$ cat config.mk
export PLATFORM = sky130hd
export DESIGN_NAME = hd44780_ctrl_gen_flat
export DESIGN_NICKNAME = d
export VERILOG_FILES = /design/src/rtl/hd44780_ctrl_gen_if.sv /design/src/rtl/hd44780_ctrl_gen.sv /design/src/flat_wrapper.sv
export SDC_FILE = /design/constraint.sdc
export NUM_CORES = 1
export LEC_CHECK = 0
export CAP_MARGIN = 20
export CORE_ASPECT_RATIO = 0.5
export CORE_MARGIN = 2
export CORE_UTILIZATION = 55
export CTS_CLUSTER_DIAMETER = 80
export DETAILED_ROUTE_END_ITERATION = 6
export PLACE_DENSITY = 0.87
export SYNTH_ARGS = -nofsm -noshare
export SYNTH_HDL_FRONTEND = slang
export SYNTH_SLANG_ARGS = --single-unit
$ cat constraint.sdc
create_clock -name clk -period 3 [get_ports clk]
set_input_delay 0.75 -clock clk [delete_from_list [all_inputs] [get_ports clk]]
set_output_delay 0.75 -clock clk [all_outputs]
set_load 0.01 [all_outputs]
$ cat src/rtl/hd44780_ctrl_gen_if.sv
// Host-side request bus of the HD44780 controller: valid/ready request plus status back to the host.
interface hd44780_ctrl_gen_if;
  logic       req_valid;
  logic       req_ready;
  logic [2:0] op_in;
  logic [7:0] data_in;
  logic       init_done;
  logic       err;
  logic [1:0] cursor_row;
  logic [5:0] cursor_col;

  modport master (
    output req_valid, op_in, data_in,
    input  req_ready, init_done, err, cursor_row, cursor_col
  );

  modport slave (
    input  req_valid, op_in, data_in,
    output req_ready, init_done, err, cursor_row, cursor_col
  );
endinterface

$ cat src/rtl/hd44780_ctrl_gen.sv
// HD44780 character-LCD controller: autonomous power-on init, then host requests with cursor tracking
// and automatic line wrap. Write-only (no busy-flag read); every delay is derived from CLK_HZ.
module hd44780_ctrl_gen #(
  parameter int unsigned CLK_HZ = 20_000_000,
  parameter int unsigned MODE   = 1,
  parameter int unsigned ROWS   = 2,
  parameter int unsigned COLS   = 16
) (
  input  logic                clk,
  input  logic                rst,
  hd44780_ctrl_gen_if.slave   bus,
  output logic                lcd_rs,
  output logic                lcd_rw,
  output logic                lcd_e,
  output logic [7-4*MODE:0]   lcd_data
);

  function automatic int unsigned cyc(input longint unsigned t_ns);
    longint unsigned q;
    q = (t_ns * 64'(CLK_HZ) + 64'd999_999_999) / 64'd1_000_000_000;
    return (q == 64'd0) ? 32'd1 : 32'(q);
  endfunction

  localparam int unsigned T_AS   = cyc(64'd40);
  localparam int unsigned T_PW   = cyc(64'd250);
  localparam int unsigned T_CYC  = cyc(64'd500);
  localparam int unsigned T_EXEC = cyc(64'd42_000);
  localparam int unsigned T_100  = cyc(64'd100_000);
  localparam int unsigned T_CLR  = cyc(64'd1_640_000);
  localparam int unsigned T_41   = cyc(64'd4_100_000);
  localparam int unsigned T_PON  = cyc(64'd15_000_000);
  localparam int unsigned CW     = $clog2(T_PON + 1);
  localparam int unsigned DW     = 8 - 4*MODE;

  // Counter reload values are duration-1 because the exit test is cnt == 0.
  localparam logic [CW-1:0] C_AS   = CW'(T_AS - 1);
  localparam logic [CW-1:0] C_PW   = CW'(T_PW - 1);
  localparam logic [CW-1:0] C_CYC  = CW'(T_CYC - 1);
  localparam logic [CW-1:0] C_EXEC = CW'(T_EXEC - 1);
  localparam logic [CW-1:0] C_100  = CW'(T_100 - 1);
  localparam logic [CW-1:0] C_CLR  = CW'(T_CLR - 1);
  localparam logic [CW-1:0] C_41   = CW'(T_41 - 1);
  localparam logic [CW-1:0] C_PON  = CW'(T_PON - 1);

  localparam bit         NIB      = (MODE != 0);
  localparam logic [2:0] ROWS_L   = 3'(ROWS);
  localparam logic [6:0] COLS_L   = 7'(COLS);
  localparam logic [7:0] FUNC_SET = 8'h20 | (NIB ? 8'h00 : 8'h10) | ((ROWS > 1) ? 8'h08 : 8'h00);
  localparam logic [3:0] INIT_END = 4'd9;

  localparam logic [3:0] PON_WAIT   = 4'd0;
  localparam logic [3:0] INIT_STEP  = 4'd1;
  localparam logic [3:0] IDLE       = 4'd2;
  localparam logic [3:0] XFER_SETUP = 4'd3;
  localparam logic [3:0] XFER_EHIGH = 4'd4;
  localparam logic [3:0] XFER_HOLD  = 4'd5;
  localparam logic [3:0] NIB_GAP    = 4'd6;
  localparam logic [3:0] EXEC_WAIT  = 4'd7;
  localparam logic [3:0] WRAP       = 4'd8;

  localparam logic [2:0] OP_WRITE = 3'd0;
  localparam logic [2:0] OP_CLEAR = 3'd1;
  localparam logic [2:0] OP_HOME  = 3'd2;
  localparam logic [2:0] OP_SETC  = 3'd3;
  localparam logic [2:0] OP_RAW   = 3'd4;

  function automatic logic [6:0] ddram_addr(input logic [1:0] r, input logic [5:0] c);
    logic [6:0] base;
    case (r)
      2'd0:    base = 7'h00;
      2'd1:    base = 7'h40;
      2'd2:    base = 7'(COLS);
      default: base = 7'(64 + COLS);
    endcase
    return base + {1'b0, c};
  endfunction

  // In 4-bit mode the panel's D7..D4 carry the nibble, so the selected nibble sits in the top bits.
  function automatic logic [DW-1:0] bus_slice(input logic [7:0] b, input logic low);
    logic [7:0] s;
    s = low ? {b[3:0], 4'h0} : b;
    return s[7 -: DW];
  endfunction

  logic [3:0]    state;
  logic [CW-1:0] cnt;
  logic [3:0]    step;
  logic [7:0]    xbyte;
  logic          xlow;
  logic          xsingle;
  logic [CW-1:0] xexec;
  logic          wrap_pend;
  logic          ready_q;
  logic          done_q;
  logic          err_q;
  logic [1:0]    row_q;
  logic [5:0]    col_q;

  logic          launch;
  logic [7:0]    l_byte;
  logic          l_rs;
  logic          l_single;
  logic [CW-1:0] l_exec;
  logic          bad_req;
  logic          upd_cur;
  logic          set_wrap;
  logic [1:0]    nxt_row;
  logic [5:0]    nxt_col;
  logic [6:0]    inc_col;
  logic [1:0]    sc_row;
  logic [5:0]    sc_col;

  assign sc_row  = bus.data_in[7:6];
  assign sc_col  = bus.data_in[5:0];
  assign inc_col = {1'b0, col_q} + 7'd1;

  always_comb begin
    launch   = 1'b0;
    l_byte   = 8'h00;
    l_rs     = 1'b0;
    l_single = 1'b0;
    l_exec   = C_EXEC;
    bad_req  = 1'b0;
    upd_cur  = 1'b0;
    set_wrap = 1'b0;
    nxt_row  = row_q;
    nxt_col  = col_q;
    case (state)
      INIT_STEP: begin
        launch = 1'b1;
        case (step)
          4'd0:    begin l_byte = 8'h30; l_single = 1'b1; l_exec = C_41;  end
          4'd1:    begin l_byte = 8'h30; l_single = 1'b1; l_exec = C_100; end
          4'd2:    begin l_byte = 8'h30; l_single = 1'b1; end
          4'd3:    begin l_byte = 8'h20; l_single = 1'b1; end
          4'd4:    l_byte = FUNC_SET;
          4'd5:    l_byte = 8'h08;
          4'd6:    begin l_byte = 8'h01; l_exec = C_CLR; end
          4'd7:    l_byte = 8'h06;
          default: l_byte = 8'h0C;
        endcase
      end
      WRAP: begin
        launch = 1'b1;
        l_byte = {1'b1, ddram_addr(row_q, 6'd0)};
      end
      IDLE: begin
        if (bus.req_valid && ready_q) begin
          case (bus.op_in)
            OP_WRITE: begin
              launch  = 1'b1;
              l_rs    = 1'b1;
              l_byte  = bus.data_in;
              upd_cur = 1'b1;
              if (inc_col == COLS_L) begin
                nxt_col  = 6'd0;
                nxt_row  = (({1'b0, row_q} + 3'd1) == ROWS_L) ? 2'd0 : row_q + 2'd1;
                set_wrap = 1'b1;
              end else begin
                nxt_col = inc_col[5:0];
              end
            end
            OP_CLEAR, OP_HOME: begin
              launch  = 1'b1;
              l_byte  = (bus.op_in == OP_CLEAR) ? 8'h01 : 8'h02;
              l_exec  = C_CLR;
              upd_cur = 1'b1;
              nxt_row = 2'd0;
              nxt_col = 6'd0;
            end
            OP_SETC: begin
              if (({1'b0, sc_row} >= ROWS_L) || ({1'b0, sc_col} >= COLS_L)) begin
                bad_req = 1'b1;
              end else begin
                launch  = 1'b1;
                l_byte  = {1'b1, ddram_addr(sc_row, sc_col)};
                upd_cur = 1'b1;
                nxt_row = sc_row;
                nxt_col = sc_col;
              end
            end
            OP_RAW: begin
              launch = 1'b1;
              l_byte = bus.data_in;
              // Clear and return-home encodings need the long execution time.
              l_exec = ((bus.data_in[7:2] == 6'd0) && (bus.data_in != 8'd0)) ? C_CLR : C_EXEC;
            end
            default: bad_req = 1'b1;
          endcase
        end
      end
      default: ;
    endcase
  end

  always_ff @(posedge clk or negedge rst) begin
    if (!rst) begin
      state     <= PON_WAIT;
      cnt       <= C_PON;
      step      <= 4'd0;
      xbyte     <= 8'h00;
      xlow      <= 1'b0;
      xsingle   <= 1'b0;
      xexec     <= C_EXEC;
      wrap_pend <= 1'b0;
      ready_q   <= 1'b0;
      done_q    <= 1'b0;
      err_q     <= 1'b0;
      row_q     <= 2'd0;
      col_q     <= 6'd0;
      lcd_rs    <= 1'b0;
      lcd_e     <= 1'b0;
      lcd_data  <= '0;
    end else begin
      err_q <= 1'b0;
      if (launch) begin
        xbyte    <= l_byte;
        xlow     <= 1'b0;
        xsingle  <= l_single;
        xexec    <= l_exec;
        lcd_rs   <= l_rs;
        lcd_data <= bus_slice(l_byte, 1'b0);
        cnt      <= C_AS;
        ready_q  <= 1'b0;
        state    <= XFER_SETUP;
      end
      case (state)
        PON_WAIT: begin
          if (cnt == '0) state <= INIT_STEP;
          else           cnt   <= cnt - 1'b1;
        end
        INIT_STEP: step <= (step == 4'd2 && !NIB) ? 4'd4 : step + 4'd1;
        IDLE: begin
          if (bad_req)  err_q     <= 1'b1;
          if (set_wrap) wrap_pend <= 1'b1;
          if (upd_cur) begin
            row_q <= nxt_row;
            col_q <= nxt_col;
          end
        end
        WRAP: wrap_pend <= 1'b0;
        XFER_SETUP: begin
          if (cnt == '0) begin
            lcd_e <= 1'b1;
            cnt   <= C_PW;
            state <= XFER_EHIGH;
          end else begin
            cnt <= cnt - 1'b1;
          end
        end
        XFER_EHIGH: begin
          if (cnt == '0) begin
            lcd_e <= 1'b0;
            state <= XFER_HOLD;
          end else begin
            cnt <= cnt - 1'b1;
          end
        end
        XFER_HOLD: begin
          if (NIB && !xsingle && !xlow) begin
            cnt   <= C_CYC;
            state <= NIB_GAP;
          end else begin
            cnt   <= xexec;
            state <= EXEC_WAIT;
          end
        end
        NIB_GAP: begin
          if (cnt == '0) begin
            xlow     <= 1'b1;
            lcd_data <= bus_slice(xbyte, 1'b1);
            cnt      <= C_AS;
            state    <= XFER_SETUP;
          end else begin
            cnt <= cnt - 1'b1;
          end
        end
        EXEC_WAIT: begin
          if (cnt != '0) begin
            cnt <= cnt - 1'b1;
          end else if (!done_q) begin
            if (step == INIT_END) begin
              done_q  <= 1'b1;
              ready_q <= 1'b1;
              state   <= IDLE;
            end else begin
              state <= INIT_STEP;
            end
          end else if (wrap_pend) begin
            state <= WRAP;
          end else begin
            ready_q <= 1'b1;
            state   <= IDLE;
          end
        end
        default: state <= PON_WAIT;
      endcase
    end
  end

  assign lcd_rw         = 1'b0;
  assign bus.req_ready  = ready_q;
  assign bus.init_done  = done_q;
  assign bus.err        = err_q;
  assign bus.cursor_row = row_q;
  assign bus.cursor_col = col_q;

endmodule

$ cat src/flat_wrapper.sv
// flat-port wrapper written by rule: the top's interface ports become plain ports
module hd44780_ctrl_gen_flat 
#(
  parameter int unsigned CLK_HZ = 20_000_000,
  parameter int unsigned MODE   = 1,
  parameter int unsigned ROWS   = 2,
  parameter int unsigned COLS   = 16
)
  (clk, rst, lcd_rs, lcd_rw, lcd_e, lcd_data, bus_req_valid, bus_op_in, bus_data_in, bus_req_ready, bus_init_done, bus_err, bus_cursor_row, bus_cursor_col);
  hd44780_ctrl_gen_if bus_i ();
  input  logic clk;
  input  logic rst;
  output logic lcd_rs;
  output logic lcd_rw;
  output logic lcd_e;
  output logic [7-4*MODE:0] lcd_data;
  input wire logic [$bits(bus_i.req_valid)-1:0] bus_req_valid;
  input wire logic [$bits(bus_i.op_in)-1:0] bus_op_in;
  input wire logic [$bits(bus_i.data_in)-1:0] bus_data_in;
  output wire logic [$bits(bus_i.req_ready)-1:0] bus_req_ready;
  output wire logic [$bits(bus_i.init_done)-1:0] bus_init_done;
  output wire logic [$bits(bus_i.err)-1:0] bus_err;
  output wire logic [$bits(bus_i.cursor_row)-1:0] bus_cursor_row;
  output wire logic [$bits(bus_i.cursor_col)-1:0] bus_cursor_col;
  assign bus_i.req_valid = bus_req_valid;
  assign bus_i.op_in = bus_op_in;
  assign bus_i.data_in = bus_data_in;
  assign bus_req_ready = bus_i.req_ready;
  assign bus_init_done = bus_i.init_done;
  assign bus_err = bus_i.err;
  assign bus_cursor_row = bus_i.cursor_row;
  assign bus_cursor_col = bus_i.cursor_col;
  hd44780_ctrl_gen #(.CLK_HZ(CLK_HZ), .MODE(MODE), .ROWS(ROWS), .COLS(COLS)) u_core (.clk(clk), .rst(rst), .bus(bus_i), .lcd_rs(lcd_rs), .lcd_rw(lcd_rw), .lcd_e(lcd_e), .lcd_data(lcd_data));
endmodule
==> summary.txt <==
status: finished, final reports clean
HP Class: primary input to asynchronous set/reset pin
Top FF cell, synth: dfrtp_1
Die W: 117 um
fin nets: 445
CP Capture Type: flop
gpl congestion: 0.849
Post-synth EDFFs: 0
max-slew violations: 0
via count: 3263
H-tree levels: 3
Avg Cell Area, Syn: 8.88 um^2
post_cts resized: 0
CTS max path bufs: 2
Worst Hold Slack: 0.199 ns
max incr delay on CP: 0.61 ns
Final Critical Period: 2.44 ns
Critical Path RT: 3.21 ns
initial antenna violation count: 0
Max-cap violations: 0
Clock Sinks: 57
top sig layer: met4
met2 routed WL: 4030 um
maximum vdd drop: 0.000307 V
critical path class: primary input to flop
RSZ-0062 raised after global routing: no
Synth Instances: 394
Worst Path Arrival: 2.66 ns
f_max: 409 MHz
CP Cell Sequence: clkdlybuf4s50_1, nand2_1, o21ai_1, o32a_1, and3_4, o21ai_0, o311ai_0
Worst path top cell family by delay: compound AO/OA/AOI/OAI gates
DRC Markers: 0
syn_nets: 417
final setup fails: 0
Die ar.: 0.00705 mm^2
Final Hold Fails: 0
count of cell types in the netlist: 68
vias in the first global route: 2950
Worst-path clk slew: 0.05 ns
Clock Latency Late Sink: 0.33 ns
final setup TNS: 0 ns
CTS tree: yes
CP Launch Type: primary input
share of cells above drive strength 1: 13.1%
CP max FO: 13
Yosys reg bits: 57
synthesized area: 0.00350 mm^2
register area share after synthesis: 41.3%
area added between synthesis and finish: 20.2%
average wire per standard cell: 17.4 um
Rel. slew slack: 44.7%
root buffer cell: clkbuf_16
DRT iter0 DRCs: 284
num ports: 32
DIE HEIGHT: 60.4 um
Core Box Area: 0.00611 mm^2
Worst Path Buf+Inv: 1
vias per std cell: 6.34
Met1 Wirelength: 3960 um
Yosys warning total: 0
I/O Buffers: 30
clk_skew: 0.00516 ns
largest net degree at the start of global routing: 37
# diodes: 0
Final period util: 81.4%
DR WL met3: 766 um
Slew @ Worst Pin: 0.824 ns
Initial Utilization: 57.3%
crit path max-delay cell type: clkdlybuf4s50_1
Post CTS Setup Buffer Count: 0
cell leakage power: 0.00167 uW
drt pass-1 iters: 5
Congestion Overflow GR: 0
# rows: 20
cts hold-fix bufs: 0
drt total wl: 8940 um
PwrDens: 488 mW/mm^2
DP HPWL: 5830 um
first-pass GRT wire length: 14500 um
Antenna Nets Post-Route: 0
CTS buffer count: 9
Overall Global Routing Usage: 26.9%
Async SR Flop Fraction: 100%
## where the power goes
| part | switching, uW | internal (uW) |
|---|---|---|
| Sequential | 0 | 771 |
| Combinational | 39.3 | 25.1 |
| Clock | 358 | 857 |
| Total | 397 | 1650 |
## state kept, by name, indices dropped and copies added, names as in the netlist, 2 cells and up
name                   flops
u_core.xbyte               4
u_core.lcd_data            4
u_core.cnt                19
u_core.xexec               6
u_core.bus.cursor_row      2
u_core.state               4
u_core.step                4
u_core.bus.cursor_col      6
## worst paths after layout
check	startpoint	endpoint	slack [ns]	cells past startpoint
max in group asynchronous	rst	u_core.cnt[12]$_DFF_PN1_	2.16	2
min in group clk	u_core.cnt[18]$_DFF_PN1_	u_core.cnt[18]$_DFF_PN1_	0.46	1
worst min register to register	u_core.cnt[18]$_DFF_PN1_	u_core.cnt[18]$_DFF_PN1_	0.46	1
worst min-delay path	rst	u_core.bus.cursor_col[4]$_DFFE_PN0P_	0.20	1
worst max-delay path	bus_op_in[1]	u_core.cnt[8]$_DFF_PN1_	0.56	7
worst max register to register	u_core.cnt[0]$_DFF_PN1_	u_core.cnt[4]$_DFF_PN1_	0.60	8
## logic make-up (layout without fill, tap and decap cells)
group                    after synthesis  in the layout  share of synthesized area [%]
AO/OA/AOI/OAI                        119            119                           22.4
XOR/XNOR                              10             10                           2.50
adder cells (fa/ha/maj)                9              9                           3.22
buffers and inverters                 30             63                           4.22
flip-flops                            57             57                           41.3
multiplexers                           5              5                           1.43
other                                  1              1                          0.107
AND/OR/NAND/NOR                      163            163                           24.9
## final cells by class
| type | count | area (um^2) |
|---|---|---|
| Multi-Input combinational cell | 307 | 1910 |
| Fill cell | 456 | 1900 |
| Sequential cell | 57 | 1440 |
| Timing Repair Buffer | 38 | 355 |
| Clock buffer | 12 | 256 |
| Tap cell | 88 | 110 |
| Clock inverter | 4 | 98.8 |
| Inverter | 9 | 33.8 |
## through the flow
step	total power, uW	setup WS [ns]	std cells	utilization, %	instance area, um^2
after floorplan	806	0.944	394	-	3500
after global placement	846	0.386	499	63.1	3850
after detailed placement	847	0.316	499	63.1	3850
after CTS	2060	0.585	515	68.9	4210
after global routing	2100	0.413	515	68.9	4210
final	2050	0.557	515	68.9	4210
## Yosys cell counts, types with 4 or more instances
cell type | instances | area, um^2
nor2_1 | 52 | 195
dfrtp_1 | 43 | 1080
nand2_1 | 35 | 131
o21ai_0 | 29 | 145
a21oi_1 | 27 | 135
dfstp_2 | 14 | 368
nor3_1 | 14 | 70.1
nand3_1 | 12 | 60.1
ha_1 | 9 | 113
inv_1 | 9 | 33.8
clkbuf_1 | 8 | 30.0
xnor2_1 | 8 | 70.1
a22oi_1 | 7 | 52.6
o21ai_1 | 7 | 35.0
a22o_1 | 5 | 43.8
and3_1 | 5 | 31.3
buf_2 | 5 | 25.0
buf_4 | 5 | 37.5
mux2i_1 | 5 | 50.1
nor2b_1 | 5 | 31.3
or3_1 | 5 | 31.3
a31oi_1 | 4 | 25.0
nand2b_1 | 4 | 25.0
## layer usage
layer	GRT usage, %	vias up
li1	-	1502
met1	37.3	1559
met2	41.4	173
met3	6.09	29
met4	11.9	0
met5	0	-
## cell usage in the layout (no fill, tap or decap), drive strengths merged, types with 3 or more instances in the layout
cell type       n
a211o           3
a21o            3
a21oi          27
a221o           3
a221oi          3
a22o            5
a22oi           7
a31oi           4
and3            6
buf             9
bufinv          3
clkbuf         12
clkdlybuf4s50  29
dfrtp          43
dfstp          14
ha              9
inv             9
mux2i           5
nand2          35
nand2b          4
nand3          14
nand4           4
nor2           53
nor2b           6
nor3           17
nor4            6
o21a            3
o21ai          36
o31ai           4
or3             5
xnor2           8
No activity file was read; power rests on OpenSTA's default activity.
